### src/rtl/ann_mac_sequencer.sv
// Sequenced feed-forward evaluator for a 2-2-1 XOR network: one shared signed
// multiplier/accumulator computes h0, h1 and then y from a 9-entry weight file.
module ann_mac_sequencer #(
    parameter int W     = 8,
    parameter int FRAC  = 4,
    parameter int ACC_W = 2*W+2
) (
    input  logic         clk,
    input  logic         rst,
    input  logic         start,
    input  logic [W-1:0] x0,
    input  logic [W-1:0] x1,
    input  logic         wr_en,
    input  logic [3:0]   wr_addr,
    input  logic [W-1:0] wr_data,
    output logic         busy,
    output logic         done,
    output logic [W-1:0] h0,
    output logic [W-1:0] h1,
    output logic [W-1:0] y
);

    typedef enum logic [1:0] {S_IDLE, S_MAC, S_ACT, S_DONE} state_t;

    localparam logic signed [W-1:0]     BIAS    = W'(32'd1 << FRAC);
    localparam logic signed [ACC_W-1:0] SAT_MAX = ACC_W'((32'd1 << (W-1)) - 32'd1);

    state_t                  state_r, state_s;
    logic [1:0]              n_r, k_r;
    logic signed [ACC_W-1:0] acc_r;
    logic signed [W-1:0]     w_r     [9];
    logic signed [W-1:0]     run_w_r [9];
    logic signed [W-1:0]     x0_r, x1_r;
    logic [W-1:0]            h0_r, h1_r, y_r;
    logic                    busy_r, done_r;
    logic                    idle_s, accept_s;
    logic [3:0]              widx_s;
    logic signed [W-1:0]     operand_s;
    logic signed [2*W-1:0]   prod_s;
    logic signed [ACC_W-1:0] acc_nx_s;
    logic [W-1:0]            act_s;

    // Arithmetic shift back to Q(FRAC), then ReLU and positive saturation.
    function automatic logic [W-1:0] relu_sat(input logic signed [ACC_W-1:0] acc);
        logic signed [ACC_W-1:0] r;
        r = acc >>> FRAC;
        if (r < $signed({ACC_W{1'b0}})) begin
            relu_sat = '0;
        end else if (r > SAT_MAX) begin
            relu_sat = SAT_MAX[W-1:0];
        end else begin
            relu_sat = r[W-1:0];
        end
    endfunction

    assign idle_s   = (state_r == S_IDLE) || (state_r == S_DONE);
    assign accept_s = idle_s && start;
    assign widx_s   = {1'b0, n_r, 1'b0} + {2'b00, n_r} + {2'b00, k_r};
    assign prod_s   = run_w_r[widx_s] * operand_s;
    assign acc_nx_s = acc_r + {{(ACC_W-2*W){prod_s[2*W-1]}}, prod_s};
    assign act_s    = relu_sat(acc_r);

    // Operand select: inputs for the hidden layer, hidden activations for y, bias last.
    always_comb begin
        operand_s = BIAS;
        case (k_r)
            2'd0:    operand_s = (n_r == 2'd2) ? $signed(h0_r) : x0_r;
            2'd1:    operand_s = (n_r == 2'd2) ? $signed(h1_r) : x1_r;
            default: operand_s = BIAS;
        endcase
    end

    // Next-state logic.
    always_comb begin
        state_s = state_r;
        case (state_r)
            S_IDLE:  state_s = start ? S_MAC : S_IDLE;
            S_MAC:   state_s = (k_r == 2'd2) ? S_ACT : S_MAC;
            S_ACT:   state_s = (n_r == 2'd2) ? S_DONE : S_MAC;
            S_DONE:  state_s = start ? S_MAC : S_IDLE;
            default: state_s = S_IDLE;
        endcase
    end

    // State register and registered handshake outputs.
    always_ff @(posedge clk) begin
        if (!rst) begin
            state_r <= S_IDLE;
            busy_r  <= 1'b0;
            done_r  <= 1'b0;
        end else begin
            state_r <= state_s;
            busy_r  <= (state_s == S_MAC) || (state_s == S_ACT);
            done_r  <= (state_s == S_DONE);
        end
    end

    // Host weight file; only writable while the sequencer is not running.
    always_ff @(posedge clk) begin
        if (!rst) begin
            for (int i = 0; i < 9; i++) w_r[i] <= '0;
        end else if (idle_s && wr_en && (wr_addr <= 4'd8)) begin
            w_r[wr_addr] <= wr_data;
        end else begin
            w_r <= w_r;
        end
    end

    // Datapath: a run works on a snapshot of the weights taken at the accepting
    // edge, so a write on that same edge only affects the following run.
    always_ff @(posedge clk) begin
        if (!rst) begin
            for (int i = 0; i < 9; i++) run_w_r[i] <= '0;
            x0_r  <= '0;
            x1_r  <= '0;
            acc_r <= '0;
            n_r   <= 2'd0;
            k_r   <= 2'd0;
            h0_r  <= '0;
            h1_r  <= '0;
            y_r   <= '0;
        end else begin
            case (state_r)
                S_IDLE, S_DONE: begin
                    if (accept_s) begin
                        run_w_r <= w_r;
                        x0_r    <= x0;
                        x1_r    <= x1;
                        acc_r   <= '0;
                        n_r     <= 2'd0;
                        k_r     <= 2'd0;
                    end else begin
                        acc_r <= acc_r;
                    end
                end
                S_MAC: begin
                    acc_r <= acc_nx_s;
                    k_r   <= (k_r == 2'd2) ? k_r : k_r + 2'd1;
                end
                S_ACT: begin
                    case (n_r)
                        2'd0:    h0_r <= act_s;
                        2'd1:    h1_r <= act_s;
                        default: y_r  <= act_s;
                    endcase
                    acc_r <= '0;
                    k_r   <= 2'd0;
                    n_r   <= (n_r == 2'd2) ? n_r : n_r + 2'd1;
                end
                default: begin
                    acc_r <= '0;
                end
            endcase
        end
    end

    assign busy = busy_r;
    assign done = done_r;
    assign h0   = h0_r;
    assign h1   = h1_r;
    assign y    = y_r;

endmodule

### config.mk
export PLATFORM = sky130hd
export DESIGN_NAME = ann_mac_sequencer
export DESIGN_NICKNAME = d
export VERILOG_FILES = /design/src/rtl/ann_mac_sequencer.sv
export SDC_FILE = /design/constraint.sdc
export NUM_CORES = 1
export LEC_CHECK = 0
export CORE_UTILIZATION = 35
export DETAILED_ROUTE_END_ITERATION = 10
export HOLD_SLACK_MARGIN = 0.12
export PLACE_DENSITY = 0.6
export SYNTH_ARGS = -nofsm -noshare
export SYNTH_HDL_FRONTEND = slang
export SYNTH_SLANG_ARGS = --single-unit
### constraint.sdc
create_clock -name clk -period 18.2 [get_ports clk]
set_input_delay 1.82 -clock clk [delete_from_list [all_inputs] [get_ports clk]]
set_output_delay 1.82 -clock clk [all_outputs]
set_load 0.05 [all_outputs]
* After elaboration in Yosys (flattened, before gate mapping)
Index checks and enable logic that the tools add are counted.
Word-level totals: word-level logic and storage cells 97, output and inout bits 26, flip-flop bits (word level) 210
Cells by class: add/subtract/negate cells 5, $mul 1, reductions and logical operators 18, multiplexer cells 22, order comparisons 6, equality and inequality tests 13, bitwise gates (word level) 3
Operators by type and width (count):
- $bwmux 72 | 1
- $mux 8 | 7
- $pmux 18 s3 | 1
- $bmux 8 s4 | 1
- $demux 8 s4 | 1
- $add 18x18->18 | 1
- $mux 18 | 1
- $mul 8x8->16 | 1
- $pmux 8 s2 | 1
- $gt 14x8->1 const B | 1
- $lt 14x1->1 const B | 1
- $eq 2x2->1 const B | 6
- $pmux 2 s3 | 2
- $ge 5x5->1 const B | 2
- $mux 2 | 5
- $not 4->5 | 2
- $reduce_and 2->1 | 5
- $eq 2x1->1 const B | 4
- $logic_not 2->1 | 3
- $lt 5x1->1 const B | 1
- $add 2x1->2 const B | 2
- $add 3x2->4 | 1
- $add 4x2->4 | 1
- $le 4x4->1 const B | 1
- other kinds (10) | 16

* Depth between registers and ports, before layout
depth after elaboration 9, mapped depth 34

* Worst setup path before layout
No wires, ideal clock.
path type register to register, start point register n_r[1], end point register acc_r[17], slack 10.011 ns, clock period less this slack 8.189 ns, arrival 8.066 ns, path buffers 2, library setup time 0.123 ns, data required time 18.077 ns, stages on the path, launching flop included 33, path through dfxtp_1 > fa_1 > ha_1 > fa_1 > clkbuf_1 > or2_2 > buf_2 > nor3b_4 > a21oi_1 > or2_2 > fa_1 > fa_1 > inv_1 > ha_1 > inv_1 > fa_1 > inv_1 > fa_1 > a21o_1 > a21oi_1 > o21bai_1 > a2111oi_0 > o31ai_1 > a21oi_1 > xnor2_1 > ha_1 > a21o_1 > a31o_2 > a31oi_1 > o21ai_0 > xor3_1 > mux2i_1 > a21boi_0
On the way: word-level cells in the longest chain between the ends 9
RTL lines:
- from (decl) | line 29 | logic [1:0] n_r, k_r;
- from (signal assigned) | line 148 | n_r <= (n_r == 2'd2) ? n_r : n_r + 2'd1;
- $add 3x2->4 | line 58 | assign widx_s = {1'b0, n_r, 1'b0} + {2'b00, n_r} + {2'b00, k_r};
- $add 4x2->4 | line 58
- $not 4->5 (not written as such) | line 59 | assign prod_s = run_w_r[widx_s] * operand_s;
- $bmux 8 s4 | line 59
- $mux 8 (not written as such) (2 in series) | line 59
- $mul 8x8->16 (*) | line 59
- $add 18x18->18 (*) | line 60 | assign acc_nx_s = acc_r + {{(ACC_W-2*W){prod_s[2*W-1]}}, prod_s};
- $pmux 18 s3 (*) | line 123 | case (state_r)
- to (signal assigned) | line 133 | acc_r <= acc_r;
- to (signal assigned) | line 137 | acc_r <= acc_nx_s;
- to (decl) | line 30 | logic signed [ACC_W-1:0] acc_r;
Mark *: on every way between the ends. The rest lies on a longest branch, timed or not. The select of a mux whose other input is x is not followed. A chain may end at the register's enable or synchronous reset.

* Worst setup path after layout
Same ends and word-level chain as after synthesis.

==> results by stage <==
Global route:
- The number of global-route vias before repair is approximately 8,800.
- The maximum number of pins on one net before global-route repair is roughly 120.
- The number of antenna violations at the first check in global routing is 0.
- Across every metal layer, demand over resource in global routing totals approximately 17%.
- The first global-routing pass estimated about 48,000 µm of wire.
- The sum of overflow across all layers after global routing is 0.

Clock tree:
- In this run the number of H-tree levels came out at 1.
- The clock tree from TritonCTS is built.
- The TritonCTS buffer count is 24.
- The clock latency on the worst-skew pair is 540 ps.
- Hold repair after CTS inserted 0 buffers.
- The clock passes through at most 3 buffers.
- The count of cells resized by post-cts repair is 0.
- The tree is rooted in a clkbuf_16.
- The clock-pin slew reported for the worst setup and hold paths after clock tree synthesis is 60 ps.
- Clock tree synthesis found a total of 210 sinks.
- The number of buffers added for setup after CTS is 0.

Pwr:
- The static leakage is roughly 5.4 nW.
- For this design the total switching power over the nets is roughly 270 µW.
- The power share of the sequential group is 43.3%.
- Per report_power, the combinational group accounts for 9.4% of the total.
- Of the total power, the share spent switching nets is ~25%.
- The clock share of power is approximately 47%.
- The total power divided by cell area is slightly below 80 nW/µm².
- The internal power contribution is about 810 µW.
- VDD sags by at most approximately 75 µV.

Yosys:
- The net count of the mapped netlist is approximately 1,500.
- The share of the Yosys chip area taken by registers is between 30% and 40%.
- The count of yosys warnings during synthesis is 0.
- The share of synthesized flip-flops with an asynchronous set or reset is 0%.
- After technology mapping, the gate count stands at 1,349.
- The most common flop cell mapped by yosys is dfxtp_1.
- The mean cell area of the mapped netlist is 9.03 µm².
- The synthesized design contains 0 enable-type register cells.
- The mapped cell area is about 12,000 µm².
- The register bit count reported by yosys is 210.
- The number of different library cells used by synthesis comes to 57.

STA:
- Setup repair after global routing left no endpoint under its margin.
- The peak clock frequency supported by timing is about 110 MHz.
- Across the routed clock network, the largest skew measured is about 11 ps.
- The final period demand of the worst path is 8820 ps.
- Setup violations remaining at the end of the flow were counted as 0.
- After routing, the total negative slack on setup checks comes to 0 ps.
- The count of pins over their slew limit came to 0.
- The post-route clock period utilization is between 40% and 50%.
- The worst max-slew margin expressed relative to the limit is about a third.
- The final count of hold timing violations was 0.
- The transition at the pin with the smallest max-transition slack is roughly 970 ps.

Critical path:
- The startpoint-to-endpoint class of the critical path is flop to flop.
- The startpoint class of the critical path is a flop.
- By instance count, the cell type seen most on the critical path is fa_1.
- The arrival time of the worst setup path is between 9000 and 10,000 ps.
- STA classifies the critical path endpoint as a flop.
- The worst endpoint required time is 18,630 ps.
- In this run the worst path has a maximum fanout of 10.
- The stage delay of the slowest cell on the critical path is 660 ps.
- The slowest stage of the critical path is the a2111oi_0 cell.

Drt:
- The detailed-route DRC error count is 0.
- The first-pass iteration count of the detailed router is 5.
- After detailed routing, the average wire length per cell comes to 16.3 µm.
- Across all layers, the routed design uses a little under 9,000 vias.
- Using the TritonRoute via totals, the vias-per-cell ratio works out to 4.80.
- The DRC marker count from the first detailed-route iteration is between 400 and 500.
- The count of antenna-violating nets left after detailed routing is 0.
- The routed design has 29,800 µm of wire.

Die:
- The core area is approximately 34,000 µm².
- For this configuration, the core starts out at a cell density of between 30% and 40%.
- The placement row count is 67.
- The die covers approximately 36,000 µm².
- From left edge to right edge, the die measures between 150 and 200 µm.
- Pin placement for this block handled 58 I/O pins.
- Measured along the y axis, the die boundary spans approximately 190 µm.

Cells and area:
- The top cell types in the final layout, fill and taps aside, are nand2_1 (223), dfxtp_1 (210), a21boi_0 (109).
- The synthesis-to-layout area growth is 14.6%.
- Cells fill 41.2% of the core in the end.
- The commonest non-fill, non-tap cell in the layout is nand2_1.
- The total number of nets in the final design is ~1,500.
- 0 antenna diodes ended up in the layout.
- In the final layout, the share of cells above drive strength 1 is under 10%.

Job:
- The tool flagged a number of max-cap violations equal to 0.

Placement:
- The number of buffer cells added on primary ports is 57.
- The half-perimeter wire length after placement is 21,700 µm.
- The congestion estimate from routability-driven global placement came to 0.861.

Run status:
- The run finished with clean final reports.

Worst hold path:
- The type of the tightest min-delay check is flop to flop.
[synth_stat cells, drive strengths merged, types with 12 or more instances]
cell / instances / area, µm²
a21boi: 109 / 818
a21oi: 31 / 159
a22oi: 13 / 97.6
buf: 14 / 81.3
clkbuf: 62 / 233
dfxtp: 210 / 4200
fa: 59 / 1180
ha: 56 / 701
inv: 103 / 387
mux2: 30 / 338
mux2i: 82 / 821
nand2: 224 / 841
nand3: 22 / 110
nor2: 67 / 254
nor2b: 103 / 644
nor3: 16 / 80.1
o21ai: 21 / 109
or2: 12 / 75.1
xnor2: 19 / 166
[stage by stage]
stage | setup WS, ps | total power [mW] | cell area [µm²] | hold slack [ps] | instances
6_report | 9380 | 1.08 | 14000 | 430 | 1834
5_1_grt | 8690 | 1.13 | 14000 | 454 | 1834
4_1_cts | 9330 | 1.10 | 14000 | 432 | 1834
3_5_place_dp | 9390 | 0.582 | 13100 | 422 | 1790
3_3_place_gp | 9570 | 0.582 | 13100 | 422 | 1790
2_1_floorplan | 10010 | 0.548 | 12200 | 440 | 1349
[state kept, by name, summed over array words and instances, names as in the netlist]
register  cells
n_r           2
state_r       2
y             8
x1_r          8
run_w_r      72
w_r          72
busy          1
k_r           2
x0_r          8
h1            8
acc_r        18
h0            8
done          1
[metal layers]
metal / part of all wire, % / up-vias / track usage, %
li1: - / 4491 / -
met1: 47 / 4136 / 22.1
met2: 47 / 132 / 29.3
met3: 3.5 / 36 / 2.83
met4: 2.5 / 0 / 4.37
met5: 0 / - / 0
[power by group through the flow]
stage	combinational, mW	sequential, mW	clock (mW)
final	0.102	0.469	0.511
after global routing	0.113	0.469	0.543
after CTS	0.104	0.469	0.524
after detailed placement	0.103	0.479	0
after global placement	0.103	0.479	0
after floorplan	0.0695	0.478	0
[critical path: cells and delay by family (launching register included)]
family / cells / cell delay [ps]
muxes: 1 / 170
buffers and inverters: 3 / 150
and+or+nand+nor: 3 / 1150
AOI/OAI and AO/OA: 12 / 2600
adders and majority gates: 9 / 3810
xor gates and xnor gates: 2 / 380
DFF: 1 / 440
[logic make-up (layout without fill, tap and decap cells)]
group / after synthesis / after routing / synth area share [%]
XOR/XNOR: 29 / 29 / 2.21
AND/OR/NAND/NOR: 479 / 479 / 18.6
adder cells (fa/ha/maj): 115 / 115 / 15.4
multiplexers: 121 / 121 / 11.2
buffers and inverters: 179 / 216 / 5.75
flip-flops: 210 / 210 / 34.5
AO/OA/AOI/OAI: 216 / 216 / 12.3
[final cells by class]
class	instances	area [µm²]
multi-input cells	960	7300
well taps	448	561
flip-flops and latches	210	4200
clock buffers	31	667
clock inverters	13	181
repair buffers	69	658
fillers	3424	19900
inverters	103	387
[worst paths after layout]
check,start,to,slack (ps),cells after the start
worst min register to register,y[7]$_SDFFE_PN0P_,y[7]$_SDFFE_PN0P_,430,2
worst max-delay path,n_r[1]$_SDFFE_PN0P_,acc_r[17]$_SDFFE_PN0P_,9380,30
worst max register to register,n_r[1]$_SDFFE_PN0P_,acc_r[17]$_SDFFE_PN0P_,9380,30
worst min-delay path,y[7]$_SDFFE_PN0P_,y[7]$_SDFFE_PN0P_,430,2
Note: power is estimated with default switching activity, not from simulation.
